==> src/rtl/traffic_pkg.sv <==
// Shared state encoding and lamp constants for the traffic-light controller.
package traffic_pkg;

  typedef enum logic [1:0] {
    ST_RED    = 2'b00,
    ST_GREEN  = 2'b01,
    ST_YELLOW = 2'b10,
    ST_FLASH  = 2'b11
  } state_t;

  localparam logic [2:0] LAMP_RED    = 3'b100;
  localparam logic [2:0] LAMP_GREEN  = 3'b010;
  localparam logic [2:0] LAMP_YELLOW = 3'b001;
  localparam logic [2:0] LAMP_OFF    = 3'b000;

  // FLASH shows only the yellow lamp, gated by the blink phase.
  function automatic logic [2:0] lamp_decode(input state_t st, input logic blink);
    logic [2:0] lamp;
    lamp = LAMP_OFF;
    case (st)
      ST_RED:    lamp = LAMP_RED;
      ST_GREEN:  lamp = LAMP_GREEN;
      ST_YELLOW: lamp = LAMP_YELLOW;
      ST_FLASH:  lamp = blink ? LAMP_YELLOW : LAMP_OFF;
      default:   lamp = LAMP_OFF;
    endcase
    return lamp;
  endfunction

endpackage

==> src/rtl/dwell_counter.sv <==
// Dwell counter: synchronous clear beats enable; o_tc flags cnt == i_limit.
module dwell_counter #(
  parameter int unsigned CNT_W = 8
) (
  input  logic             clk,
  input  logic             rst_n,
  input  logic             i_clr,
  input  logic             i_en,
  input  logic [CNT_W-1:0] i_limit,
  output logic [CNT_W-1:0] o_cnt,
  output logic             o_tc
);

  logic [CNT_W-1:0] r_cnt;

  always_ff @(posedge clk or negedge rst_n) begin
    if (!rst_n) begin
      r_cnt <= '0;
    end else if (i_clr) begin
      r_cnt <= '0;
    end else if (i_en) begin
      r_cnt <= r_cnt + 1'b1;
    end
  end

  assign o_cnt = r_cnt;
  assign o_tc  = (r_cnt == i_limit);

endmodule

==> src/rtl/traffic_light_ctrl.sv <==
// Moore traffic-light FSM with per-state dwell, pedestrian shortcut and flashing-yellow mode.
module traffic_light_ctrl
  import traffic_pkg::*;
#(
  parameter int unsigned CNT_W        = 8,
  parameter int unsigned RED_TICKS    = 4,
  parameter int unsigned GREEN_TICKS  = 6,
  parameter int unsigned YELLOW_TICKS = 2,
  parameter int unsigned MIN_GREEN    = 2,
  parameter int unsigned FLASH_TICKS  = 3
) (
  input  logic       clk,
  input  logic       rst_n,
  input  logic       en,
  input  logic       ped_req,
  input  logic       flash,
  output logic [2:0] o,
  output logic [1:0] state,
  output logic       ped_ack
);

  localparam logic [CNT_W-1:0] LIM_RED    = CNT_W'(RED_TICKS - 1);
  localparam logic [CNT_W-1:0] LIM_GREEN  = CNT_W'(GREEN_TICKS - 1);
  localparam logic [CNT_W-1:0] LIM_YELLOW = CNT_W'(YELLOW_TICKS - 1);
  localparam logic [CNT_W-1:0] LIM_FLASH  = CNT_W'(FLASH_TICKS - 1);
  localparam logic [CNT_W-1:0] MIN_G_M1   = CNT_W'(MIN_GREEN - 1);

  state_t           r_state;
  logic             r_blink;
  logic             r_ped_pend;
  logic             r_ped_ack;

  state_t           w_nxt_state;
  logic             w_blink_nxt;
  logic             w_pend_nxt;
  logic             w_ack_nxt;
  logic             w_clr;
  logic             w_cnt_en;
  logic [CNT_W-1:0] w_limit;
  logic [CNT_W-1:0] w_cnt;
  logic             w_tc;

  dwell_counter #(
    .CNT_W (CNT_W)
  ) u_dwell (
    .clk     (clk),
    .rst_n   (rst_n),
    .i_clr   (w_clr),
    .i_en    (w_cnt_en),
    .i_limit (w_limit),
    .o_cnt   (w_cnt),
    .o_tc    (w_tc)
  );

  always_ff @(posedge clk or negedge rst_n) begin
    if (!rst_n) begin
      r_state    <= ST_RED;
      r_blink    <= 1'b1;
      r_ped_pend <= 1'b0;
      r_ped_ack  <= 1'b0;
    end else begin
      r_state    <= w_nxt_state;
      r_blink    <= w_blink_nxt;
      r_ped_pend <= w_pend_nxt;
      r_ped_ack  <= w_ack_nxt;
    end
  end

  always_comb begin
    w_nxt_state = r_state;
    w_blink_nxt = r_blink;
    w_pend_nxt  = r_ped_pend | ped_req;
    w_ack_nxt   = 1'b0;
    w_clr       = 1'b0;
    w_cnt_en    = 1'b0;

    case (r_state)
      ST_RED:    w_limit = LIM_RED;
      ST_GREEN:  w_limit = LIM_GREEN;
      ST_YELLOW: w_limit = LIM_YELLOW;
      ST_FLASH:  w_limit = LIM_FLASH;
      default:   w_limit = LIM_RED;
    endcase

    if (r_state == ST_FLASH) begin
      // FLASH keeps blinking even while en is low.
      if (!flash) begin
        w_nxt_state = ST_RED;
        w_clr       = 1'b1;
        w_blink_nxt = 1'b1;
      end else if (w_tc) begin
        w_clr       = 1'b1;
        w_blink_nxt = ~r_blink;
      end else begin
        w_cnt_en    = 1'b1;
      end
    end else if (flash) begin
      w_nxt_state = ST_FLASH;
      w_clr       = 1'b1;
      w_blink_nxt = 1'b1;
      w_pend_nxt  = 1'b0;
    end else if (en) begin
      if (r_state == ST_GREEN && r_ped_pend && w_cnt >= MIN_G_M1) begin
        w_nxt_state = ST_YELLOW;
      end else if (w_tc) begin
        case (r_state)
          ST_RED:    w_nxt_state = ST_GREEN;
          ST_GREEN:  w_nxt_state = ST_YELLOW;
          ST_YELLOW: w_nxt_state = ST_RED;
          default:   w_nxt_state = ST_RED;
        endcase
      end

      if (w_nxt_state != r_state) w_clr = 1'b1;
      else                        w_cnt_en = 1'b1;

      // Entering YELLOW services the request; a same-cycle new request stays pending.
      if (w_nxt_state == ST_YELLOW && r_state != ST_YELLOW && r_ped_pend) begin
        w_pend_nxt = ped_req;
        w_ack_nxt  = 1'b1;
      end
    end
  end

  assign o       = lamp_decode(r_state, r_blink);
  assign state   = r_state;
  assign ped_ack = r_ped_ack;

endmodule
==> config.mk <==
export PLATFORM = sky130hd
export DESIGN_NAME = traffic_light_ctrl
export DESIGN_NICKNAME = d
export VERILOG_FILES = /design/src/rtl/traffic_pkg.sv /design/src/rtl/dwell_counter.sv /design/src/rtl/traffic_light_ctrl.sv
export SDC_FILE = /design/constraint.sdc
export NUM_CORES = 1
export LEC_CHECK = 0
export CAP_MARGIN = 0
export CORE_MARGIN = 2
export CORE_UTILIZATION = 35
export DETAILED_ROUTE_END_ITERATION = 8
export SLEW_MARGIN = 20
export SYNTH_ARGS = -nofsm -noshare
export SYNTH_HDL_FRONTEND = slang
export SYNTH_SLANG_ARGS = --single-unit
==> constraint.sdc <==
create_clock -name clk -period 3.4 [get_ports clk]
set_clock_uncertainty 0.1 [all_clocks]
set_input_delay 0.68 -clock clk [delete_from_list [all_inputs] [get_ports clk]]
set_output_delay 0.68 -clock clk [all_outputs]
set_load 0.01 [all_outputs]
==> results.json <==
{
  "io_buffer_count": 10,
  "drt_iter0_drc": 25,
  "hold_class": "reg -> reg",
  "synth_ff_type": "dfrtp_1",
  "grtUsageMet2_pct": 25.9,
  "final_nets": 128,
  "synth.area.top_cells": "dfrtp_1 (32%), ha_1 (11%), xor2_1 (5.6%)",
  "status": "finished, final reports clean",
  "fmax_mhz": 359,
  "min_from": "u_dwell.o_cnt[7]",
  "pin_count": 11,
  "path_clk_slew_ns": 0.09,
  "period_minus_slack_ns": 2.79,
  "slew_headroom_pct": 59.7,
  "ys_seq_area_share_pct": 34.8,
  "rsz0062_at_grt": "no",
  "grt_pass1_wl_um": 3750,
  "synth_seq_cells": 13,
  "yosys.area.top_type": "dfrtp_1",
  "power_density_nw_per_um2": 868,
  "hold_violations": 0,
  "grt_max_degree": 14,
  "rrSetupSlack_ns": 0.62,
  "final_util_pct": 43.6,
  "dp_cells": 140,
  "peakVddDrop_uv": 483,
  "maxCapViolCount": 0,
  "whs_endpoint": "u_dwell.o_cnt[7]",
  "met1_usage_pct": 18.1,
  "yosysTopAreaCellShare_pct": 32.0,
  "synth_cells": 103,
  "timing.final.max_slew_violations": 0,
  "grtUsageMet3_pct": 5.81,
  "clockBufferDepth": 2,
  "ys_warn_count": 0,
  "yosysMostFrequentCell": "nor2_1",
  "ant_nets": 0,
  "start_kind": "register",
  "holdWs_ns": 0.448,
  "required_ns": 2.62,
  "cp.arrival_ns": 2.01,
  "start_util_pct": 37.5,
  "cp-end-kind": "primary output",
  "drt_pass1_iterations": 4,
  "clkLatencyLatePin_ns": 0.28,
  "numCtsBuffers": 3,
  "instances_no_fill": 144,
  "regToRegEndpoint": "ped_ack",
  "criticalPathCategory": "reg -> out",
  "grt_overflow": 0,
  "finalSetupViolCount": 0,
  "drive_above_1_share_pct": 11.4,
  "grt_busiest_layer": "met2",
  "power_w": 0.000947,
  "gp_congestion": 0.911,
  "postCtsSetupBuffers": 0,
  "std_cell_rows": 18,
  "fill_cells": 248,
  "r2r_start": "state[1]",
  "drt-vias-per-instance": 5.54,
  "synthArstFlopShare_pct": 100,
  "tns_ns": 0,
  "multi_input_area_um2": 578,
  "syn-num-nets": 116,
  "drc": 0,
  "ys_types": 33,
  "dpl.hpwl_um": 1590,
  "cts-root-buf": "clkbuf_4",
  "dieWidth_um": 55.8,
  "grt_use_total_pct": 15.0,
  "dr_total_vias": 798,
  "die_h_um": 55.8,
  "whs_path_depth": 2,
  "cts_resized": 0,
  "max_slew.worst_pin.slew_ns": 0.603,
  "antenna_found_initial": 0,
  "syn_area_um2": 938,
  "core_area_um2": 2500,
  "antenna_cells": 0,
  "cts_tree": "yes",
  "r2r_cells": 7,
  "wl_um": 2130,
  "post-route-period-util_pct": 82.0,
  "cts.sinks": 13,
  "syn_area_per_cell_um2": 9.11,
  "p_leak_nw": 0.466,
  "regArea_um2": 327,
  "grt_pass1_vias": 833,
  "routedWlPerCell_um": 14.8,
  "h-tree-depth": 1,
  "worstPathMaxFanout": 11,
  "die_area_um2": 3110,
  "ctsHoldBuffers": 0,
  "synth_commonest_cells": "nor2_1 (13), dfrtp_1 (12), nand2_1 (9), ha_1 (8)",
  "synth-edff-count": 0,
  "synthToLayoutAreaGrowth_pct": 16.3
}
cell type report:
class                           instances  share of cell area [%]
Sequential cell                        13                    29.9
Inverter                                6                    2.06
Clock buffer                            4                    2.41
Timing Repair Buffer                   10                    9.17
Tap cell                               30                    3.44
Multi-Input combinational cell         81                    53.0
report_power, final:
part / total [W] / internal [W] / switching [W]
logic: 0.000583 / 0.000269 / 0.000314
registers: 0.000266 / 0.000196 / 0.0000696
clock network: 0.0000988 / 0.0000455 / 0.0000533
total: 0.000947 / 0.000510 / 0.000437
how the worst max path moves through the flow:
| stage | startpoint | end | slack, ns | cells after the start |
|---|---|---|---|---|
| detailed placement | state[1] | u_dwell.o_cnt[1] | 0.68 | 7 |
| global placement | state[0] | ped_ack | 0.76 | 8 |
| global route | state[1] | u_dwell.o_cnt[1] | 0.42 | 7 |
| finish | state[1] | o[0] | 0.61 | 4 |
| floorplan | state[0] | ped_ack | 0.88 | 8 |
| CTS | state[1] | o[0] | 0.61 | 4 |
metrics by stage:
step / setup WS (ns) / instance area, um2
floorplan: 0.879 / 938
global placement: 0.757 / 1060
detailed placement: 0.682 / 1060
CTS: 0.605 / 1090
global route: 0.423 / 1090
finish: 0.613 / 1090
state kept, by name, summed over array words and instances (netlist names):
register       flops
ped_ack            1
r_blink            1
r_ped_pend         1
state              2
u_dwell.o_cnt      8
routing by layer:
layer / share of wire (%) / up-vias
met5: 0 / -
met4: 0 / 0
met2: 50 / 25
li1: - / 386
met1: 43 / 387
met3: 7.0 / 0
cell families (layout without fill, tap and decap cells):
group	count (synthesis)	in the layout	share of synthesized area, %
xor gates and xnor gates	9	9	8.40
adders and majority gates	8	8	10.7
AOI/OAI and AO/OA	22	22	19.1
buffers and inverters	9	20	3.60
muxes	1	1	1.20
and+or+nand+nor	41	41	22.3
DFF	13	13	34.8
placed cells by master (no fill, tap or decap), types with 2 or more instances in the layout:
cell             synthesis  routed
inv_1                    6       6
ha_1                     8       8
dfrtp_1                 12      12
or2_2                    2       2
clkdlybuf4s50_1          0      10
xnor2_1                  3       3
xor2_1                   6       6
clkbuf_4                 0       3
o22ai_1                  3       3
a31oi_1                  2       2
nand2_1                  9       9
nand4_1                  3       3
a21oi_1                  2       2
o21ai_0                  6       6
nand3_1                  6       6
nor2_1                  13      13
and3_1                   2       2
worst max-delay path: stages (launching register included):
cell	delay (ns)
dfrtp_1	0.51
ha_1	0.45
nand3_1	0.12
o21ai_0	0.09
clkdlybuf4s50_1	0.56
No activity file was read; power rests on OpenSTA's default activity.
